--- src/rtl/seq_detector_prog.sv ---
// Run-time programmable serial bit-pattern detector with overlap control,
// input qualifier, registered match pulse and saturating match counter.
module seq_detector_prog #(
    parameter int                 MAX_LEN     = 8,
    parameter int                 CNT_W       = 8,
    parameter logic [MAX_LEN-1:0] DEF_PATTERN = 8'b0000_1010,
    parameter int                 DEF_LEN     = 4,
    parameter bit                 DEF_OVERLAP = 1'b1,
    localparam int                LEN_W       = $clog2(MAX_LEN + 1)
) (
    input  logic               clk,
    input  logic               rst,
    input  logic               din,
    input  logic               din_valid,
    input  logic               cfg_load,
    input  logic [MAX_LEN-1:0] cfg_pattern,
    input  logic [LEN_W-1:0]   cfg_len,
    input  logic               cfg_overlap,
    input  logic               cnt_clr,
    output logic               y,
    output logic [CNT_W-1:0]   match_cnt,
    output logic               cfg_err
);

    logic [MAX_LEN-1:0] pattern_q;
    logic [LEN_W-1:0]   len_q;
    logic               overlap_q;
    // The oldest history bit is only ever needed as part of the next compare,
    // so only MAX_LEN-1 bits are stored; hist_d carries the full window.
    logic [MAX_LEN-2:0] hist_q;
    logic [LEN_W-1:0]   fill_q;
    logic               y_q;
    logic [CNT_W-1:0]   cnt_q;
    logic               err_q;

    logic [MAX_LEN-1:0] hist_d;
    logic [LEN_W-1:0]   fill_d;
    logic [MAX_LEN-1:0] len_mask;
    logic               accept;
    logic               match;
    logic               cfg_ok;
    logic               cnt_sat;

    always_comb begin
        hist_d = {hist_q, din};
        fill_d = (fill_q >= LEN_W'(MAX_LEN)) ? fill_q : fill_q + 1'b1;
        for (int i = 0; i < MAX_LEN; i++) begin
            len_mask[i] = (i < int'(len_q));
        end
        accept  = din_valid && !cfg_load;
        match   = accept && (fill_d >= len_q) &&
                  (((hist_d ^ pattern_q) & len_mask) == '0);
        cfg_ok  = (cfg_len != '0) && (cfg_len <= LEN_W'(MAX_LEN));
        cnt_sat = &cnt_q;
    end

    always_ff @(posedge clk) begin
        if (rst) begin
            pattern_q <= DEF_PATTERN;
            len_q     <= LEN_W'(DEF_LEN);
            overlap_q <= DEF_OVERLAP;
            hist_q    <= '0;
            fill_q    <= '0;
            y_q       <= 1'b0;
            cnt_q     <= '0;
            err_q     <= 1'b0;
        end else begin
            y_q <= match;

            if (cnt_clr) begin
                cnt_q <= '0;
            end else if (match && !cnt_sat) begin
                cnt_q <= cnt_q + 1'b1;
            end

            if (cfg_load) begin
                if (cfg_ok) begin
                    pattern_q <= cfg_pattern;
                    len_q     <= cfg_len;
                    overlap_q <= cfg_overlap;
                    hist_q    <= '0;
                    fill_q    <= '0;
                end else begin
                    err_q <= 1'b1;
                end
            end else if (din_valid) begin
                hist_q <= hist_d[MAX_LEN-2:0];
                // Non-overlapping mode demands len fresh bits for the next hit.
                fill_q <= (match && !overlap_q) ? '0 : fill_d;
            end
        end
    end

    assign y         = y_q;
    assign match_cnt = cnt_q;
    assign cfg_err   = err_q;

endmodule

--- config.mk ---
export PLATFORM = sky130hd
export DESIGN_NAME = seq_detector_prog
export DESIGN_NICKNAME = d
export VERILOG_FILES = /design/src/rtl/seq_detector_prog.sv
export SDC_FILE = /design/constraint.sdc
export NUM_CORES = 1
export LEC_CHECK = 0
export CORE_AREA = 2 2 65 67
export CTS_BUF_LIST = sky130_fd_sc_hd__clkbuf_8 sky130_fd_sc_hd__clkbuf_16
export CTS_CLUSTER_SIZE = 12
export DETAILED_ROUTE_END_ITERATION = 12
export DIE_AREA = 0 0 67 69
export PLACE_DENSITY = 0.64
export SLEW_MARGIN = 20
export SYNTH_ARGS = -nofsm -noshare
export SYNTH_HDL_FRONTEND = slang
export SYNTH_SLANG_ARGS = --single-unit
export TNS_END_PERCENT = 50
--- constraint.sdc ---
create_clock -name clk -period 3.75 [get_ports clk]
set_input_delay 0.375 -clock clk [delete_from_list [all_inputs] [get_ports clk]]
set_output_delay 0.375 -clock clk [all_outputs]
set_load 0.01 [all_outputs]
==> impl_results.md, run 1 <==
- Status: completed
- CTS tree: built
- CP Data Required Time: 3.97 ns
- Post-CTS setup buffers: 0
- Cells after Synth: 208
- Slowest-stage cell, CP: or4_1
- Global-route usage over all layers: 16.9%
- CP Capture Type: flip-flop
- DR iter-0 viols: 48
- Vias after detailed routing: 1,466
- I/O Pins: 29
- First-pass GRT wire length: 6.04 mm
- Hold WC Path Type: flip-flop to flip-flop
- Initial core utilization: 43.9%
- Grt total ovfl: 0
- Post-placement cell area: 2010 sq um
- WHS Path Cells: 2
- Die Area: 4620 sq um
- H-tree lvl count: 2
- Number of synthesis warnings: 0
- Leading cell types by count after synthesis: nand2_1, dfxtp_1, a21oi_1
- Post-DR vias/cell: 5.24
- Hold buffers post-CTS: 0
- Critical Path Stages: 9
- FP Rows: 23
- Final WL: 3.56 mm
- RSZ-0062 raised after global routing: no
- Overall Power: 0.737 mW
- Area share of the largest cell type after synthesis: 39.6%
- Core area: 3910 sq um
- Final Hold Vio Count: 0
- CTS Buffer Depth: 2
- Most common cell in the netlist: nand2_1
- Worst Path Max Fanout: 11
- Reg2reg path depth: 9
- Routed WL per cell: 12.7 microns
- Worst-path clk slew: 0.07 ns
- Port buffer count: 28
- Post-DRT Antenna Nets: 0
- Period utilization: 76.2%
- Largest area contributor in the netlist: dfxtp_1
- Pins Over Slew Limit: 0
- IR Drop Worst-Case VDD: 209 uV
- Post-synth top flop: dfxtp_1
- Crit path from: fill_q[0]$_SDFFE_PP0P_
- Initial DRT Pass Iterations: 4
- Die Wd: 67 microns
- FMAX: 350 MHz
- Layout area overhead: 21.6%
- Cell area power density: 353 nW/um^2
- Worst Clk Skew: 0.00458 ns
- Fin crit period: 2.86 ns
- Clock Root Buffer: clkbuf_8
- CP Class: flip-flop to flip-flop
- Total CTS buffers: 5
- Clk_lat worst skew: 0.28 ns
- DRC viols: 0
- Worst-Margin Slew: 0.774 ns
- Leakage: 0.746 nW
- Vias in the first global route: 1,376
- Post-synth EDFFs: 0
- Max incr delay on CP: 0.56 ns
- Buffer and inverter count on the worst path: 1
- R2R Path Start: fill_q[0]$_SDFFE_PP0P_
- Crit path DAT: 3.08 ns
- CP Cell Sequence: inv_1, ha_1, mux2_2, ha_1, a2111oi_0, nor4_4, nand3_2, or4_1, a21oi_1
- Post_cts resized: 0
- Min-delay src: pattern_q[6]$_SDFFE_PP0P_
- Cell variety after synth: 43
- Setup TNS Final: 0 ns
- Crit-path leading delay family: simple AND/OR/NAND/NOR gates
- Mapped cell area: 1720 sq um
- # nets final: 257
- Max_cap viols: 0
- Largest net degree at the start of global routing: 20
- Seq/Total Area, Yosys: 39.6%
- Final GP Congestion: 0.765
- Syn nets: 234
- FF-to-FF setup slack: 0.89 ns
- Initial antenna violation count: 0
- Diodes inserted: 0
- Relative slew slack: 47.1%
- Most used cell, CP: ha_1
- Fin area: 2090 sq um
- DP HPWL: 2.54 mm
- Die H: 69 microns
- Post-synth ARST share: 0%
- Largest cells by area after synthesis: dfxtp_1, nand2_1, a21oi_1, ha_1, xnor2_1
- Share of layout cells above drive strength 1: 6.52%
- Crit start category: flip-flop
- Synth Register Bits: 34
- Post-Syn Area per Cell: 8.26 sq um
- CTS Sinks: 34
- Setup violators final: 0
-- power by group --
group / switching (mW) / internal, mW
Clock: 0.121 / 0.141
Combinational: 0.0460 / 0.0443
Sequential: 0.0117 / 0.372
-- routing by layer --
metal / up-vias / wire, microns / track usage, %
met1: 667 / 1650 / 21.3
met3: 5 / 167 / 6.04
met2: 32 / 1700 / 26.8
li1: 762 / - / -
met5: - / 0 / 0
met4: 0 / 42 / 4.76
-- placed cells by master (no fill, tap or decap), types with 3 or more instances in the layout --
cell             count
nand2_1             40
dfxtp_1             34
clkdlybuf4s50_1     28
a21oi_1             22
xnor2_1             10
nor2_1              10
nand3_1             10
inv_1                8
ha_1                 7
clkbuf_8             6
nand3b_1             5
nand2b_1             4
nor3_1               3
-- worst register-to-register path: stages (launching register included) --
cell,delay [ns]
dfxtp_1,0.44
inv_1,0.07
ha_1,0.28
mux2_2,0.28
ha_1,0.28
a2111oi_0,0.14
nor4_4,0.33
nand3_2,0.27
or4_1,0.56
a21oi_1,0.15
-- final timing paths --
| kind | to |
|---|---|
| min reg2reg | pattern_q[6]$_SDFFE_PP0P_ |
| max reg2reg | match_cnt[7]$_SDFFE_PP0P_ |
| min | pattern_q[6]$_SDFFE_PP0P_ |
| max | match_cnt[7]$_SDFFE_PP0P_ |
-- area by class of cell --
class                   count  area, sq um
well taps                  50         62.6
inverters                   8         30.0
fillers                   402         1820
flip-flops and latches     34          681
multi-input cells         152          938
clock buffers               6         82.6
repair buffers             30          295
-- kinds of logic (layout without fill, tap and decap cells) --
| kind of cell | count (synthesis) | count (layout) | share of synthesized area [%] |
|---|---|---|---|
| AO/OA/AOI/OAI | 46 | 46 | 17.5 |
| XOR/XNOR | 12 | 12 | 6.12 |
| adder cells (fa/ha/maj) | 7 | 7 | 5.10 |
| buffers and inverters | 22 | 44 | 5.75 |
| flip-flops | 34 | 34 | 39.6 |
| multiplexers | 2 | 2 | 1.24 |
| AND/OR/NAND/NOR | 85 | 85 | 24.7 |
-- sequential cells by signal (all words and copies together), names as in the netlist --
register,flops
len_q,4
overlap_q,1
match_cnt,8
fill_q,4
y,1
pattern_q,8
cfg_err,1
hist_q,7
-- stage by stage --
stage / setup slack [ns] / hold slack, ns / cells / utilization (%)
6_report: 0.891 / 0.468 / 280 / 53.4
3_5_place_dp: 0.911 / 0.462 / 274 / 51.3
4_1_cts: 0.882 / 0.471 / 280 / 53.4
2_1_floorplan: 1.14 / 0.429 / 208 / -
3_3_place_gp: 0.987 / 0.456 / 274 / 51.3
5_1_grt: 0.709 / 0.498 / 280 / 53.4
Note: power is estimated with default switching activity, not from simulation.
==> inputs of run 2 (changes only) <==
==> constraint.sdc (replaced) <==
create_clock -name clk -period 2.75 [get_ports clk]
set_input_delay 0.275 -clock clk [delete_from_list [all_inputs] [get_ports clk]]
set_output_delay 0.275 -clock clk [all_outputs]
set_load 0.01 [all_outputs]
==> impl_results.md, run 2 (synthesis results as in run 1) <==
- Slowest-stage cell, CP: or3_1 (was or4_1)
- Crit path from: fill_q[0]$_SDFFE_PP0P_ (unchanged)
- Worst Clk Skew: 0.00285 ns (was 0.00458 ns)
- Pins Over Slew Limit: 0 (unchanged)
- DRC viols: 0 (unchanged)
- CP Class: flip-flop to flip-flop (unchanged)
- CTS tree: built (unchanged)
- Clock Root Buffer: clkbuf_8 (unchanged)
- Die Wd: 67 microns (unchanged)
- I/O Pins: 29 (unchanged)
- Largest net degree at the start of global routing: 20 (unchanged)
- CP Data Required Time: 2.97 ns (was 3.97 ns)
- Grt total ovfl: 0 (unchanged)
- DR iter-0 viols: 114 (was 48)
- Vias in the first global route: 1,331 (was 1,376)
- Buffer and inverter count on the worst path: 2 (was 1)
- Final GP Congestion: 0.726 (was 0.765)
- Hold WC Path Type: flip-flop to flip-flop (unchanged)
- Port buffer count: 28 (unchanged)
- Setup violators final: 0 (unchanged)
- Setup TNS Final: 0 ns (unchanged)
- Routed WL per cell: 12.6 microns (was 12.7 microns)
- DP HPWL: 2.67 mm (was 2.54 mm)
- Initial core utilization: 43.9% (unchanged)
- Worst Path Max Fanout: 7 (was 11)
- Vias after detailed routing: 1,456 (was 1,466)
- R2R Path Start: fill_q[0]$_SDFFE_PP0P_ (unchanged)
- FMAX: 389 MHz (was 350 MHz)
- Post-DR vias/cell: 5.09 (was 5.24)
- Final Hold Vio Count: 0 (unchanged)
- Post-DRT Antenna Nets: 0 (unchanged)
- Sequential cell area: 681 sq um (unchanged)
- Layout area overhead: 24.6% (was 21.6%)
- Crit-path leading delay family: simple AND/OR/NAND/NOR gates (unchanged)
- IR Drop Worst-Case VDD: 343 uV (was 209 uV)
- Most common cell after layout, fill and taps aside: nand2_1 (unchanged)
- Final WL: 3.60 mm (was 3.56 mm)
- Die Area: 4620 sq um (unchanged)
- Initial DRT Pass Iterations: 4 (unchanged)
- Area of the multi-input gates: 947 sq um (was 938 sq um)
- Crit start category: flip-flop (unchanged)
- Crit path DAT: 2.79 ns (was 3.08 ns)
- CTS Sinks: 34 (unchanged)
- Cell area power density: 484 nW/um^2 (was 353 nW/um^2)
- Overall Power: 1.04 mW (was 0.737 mW)
- Cell total after placement: 278 (was 274)
- Worst-Margin Slew: 0.596 ns (was 0.774 ns)
- H-tree lvl count: 2 (unchanged)
- Post_cts resized: 0 (unchanged)
- Core area: 3910 sq um (unchanged)
- FP Rows: 23 (unchanged)
- Clk_lat worst skew: 0.28 ns (about the same)
- Period utilization: 93.5% (was 76.2%)
- Fin crit period: 2.57 ns (was 2.86 ns)
- Hold buffers post-CTS: 0 (unchanged)
- Worst-path clk slew: 0.07 ns (about the same)
- Initial antenna violation count: 0 (unchanged)
- First-pass GRT wire length: 6.12 mm (was 6.04 mm)
- # nets final: 261 (was 257)
- Min-delay src: pattern_q[5]$_SDFFE_PP0P_ (was pattern_q[6]$_SDFFE_PP0P_)
- Share of layout cells above drive strength 1: 9.32% (was 6.52%)
- Fill cell count: 401 (was 402)
- Max incr delay on CP: 0.34 ns (was 0.56 ns)
- Diodes inserted: 0 (unchanged)
- CTS Buffer Depth: 2 (unchanged)
- Relative slew slack: 60.2% (was 47.1%)
- CP Capture Type: flip-flop (unchanged)
- Post-CTS setup buffers: 0 (unchanged)
- Leakage: 0.779 nW (was 0.746 nW)
- Max_cap viols: 0 (unchanged)
- Status: completed (unchanged)
- Die H: 69 microns (unchanged)
- CP Cell Sequence: buf_4, ha_1, nand2b_1, xnor2_2, ha_1, o21a_1, o22ai_1, nor4_4, nand3_2, buf_4, or3_1, a21oi_1 (was inv_1, ha_1, mux2_2, ha_1, a2111oi_0, nor4_4, nand3_2, or4_1, a21oi_1)
- Global-route usage over all layers: 16.8% (was 16.9%)
- Total CTS buffers: 5 (unchanged)
- Most frequent cells in the layout: nand2_1, dfxtp_1, clkdlybuf4s50_1 (unchanged)
- Non-Filler Instances: 286 (was 280)
run 2: cell count changes in the layout (fill, tap and decap cells not counted):
cell | before | now
clkinvlp_4 | 0 | 1
xnor2_1 | 10 | 9
xnor2_2 | 0 | 1
a2111oi_0 | 1 | 0
clkinv_2 | 0 | 1
buf_4 | 2 | 6
a2111oi_1 | 0 | 1
run 2: layer usage:
metal | share of wire [%] | wire length (microns) | vias to the layer above | global-route usage, %
met3 | 3.2 | 116 | 2 | 4.08
met2 | 49 | 1770 | 23 | 26.5
met4 | 0.36 | 13 | 0 | 4.76
met1 | 47 | 1690 | 652 | 22.7
met5 | 0 | 0 | - | 0
li1 | - | - | 779 | -
run 2: area by class of cell:
| cell class | instances | area share (%) |
|---|---|---|
| flip-flops and latches | 34 | 31.8 |
| multi-input cells | 152 | 44.2 |
| repair buffers | 34 | 15.2 |
| inverters | 8 | 1.40 |
| clock buffers | 6 | 3.86 |
| well taps | 50 | 2.92 |
| clock inverters | 2 | 0.584 |
run 2: worst paths after layout:
check	endpoint	slack, ns	depth (start not counted)
hold / removal	pattern_q[5]$_SDFFE_PP0P_	0.47	2
setup reg to reg	match_cnt[4]$_SDFFE_PP0P_	0.18	12
hold reg to reg	pattern_q[5]$_SDFFE_PP0P_	0.47	2
setup / recovery	match_cnt[4]$_SDFFE_PP0P_	0.18	12
run 2: stage by stage:
| step | setup WS, ns | instance area (sq um) | utilization [%] | hold WS (ns) |
|---|---|---|---|---|
| after floorplan | 0.138 | 1720 | - | 0.399 |
| after global placement | 0.135 | 2040 | 52.0 | 0.457 |
| after detailed placement | 0.0981 | 2040 | 52.0 | 0.463 |
| after CTS | 0.0912 | 2130 | 54.5 | 0.476 |
| after global routing | -0.0116 | 2140 | 54.7 | 0.495 |
| final | 0.178 | 2140 | 54.7 | 0.472 |
run 2: report_power, final:
group / internal, mW / switching [mW] / total, mW
combinational: 0.0635 / 0.0639 / 0.127
sequential: 0.507 / 0.0153 / 0.523
clock: 0.201 / 0.184 / 0.385
total: 0.772 / 0.263 / 1.04
run 2: worst register-to-register path, stage by stage (launching register included):
cell and delay (ns):
dfxtp_1 0.33, buf_4 0.14, ha_1 0.16, nand2b_1 0.09, xnor2_2 0.16, ha_1 0.28, o21a_1 0.10, o22ai_1 0.10
nor4_4 0.29, nand3_2 0.18, buf_4 0.21, or3_1 0.34, a21oi_1 0.13
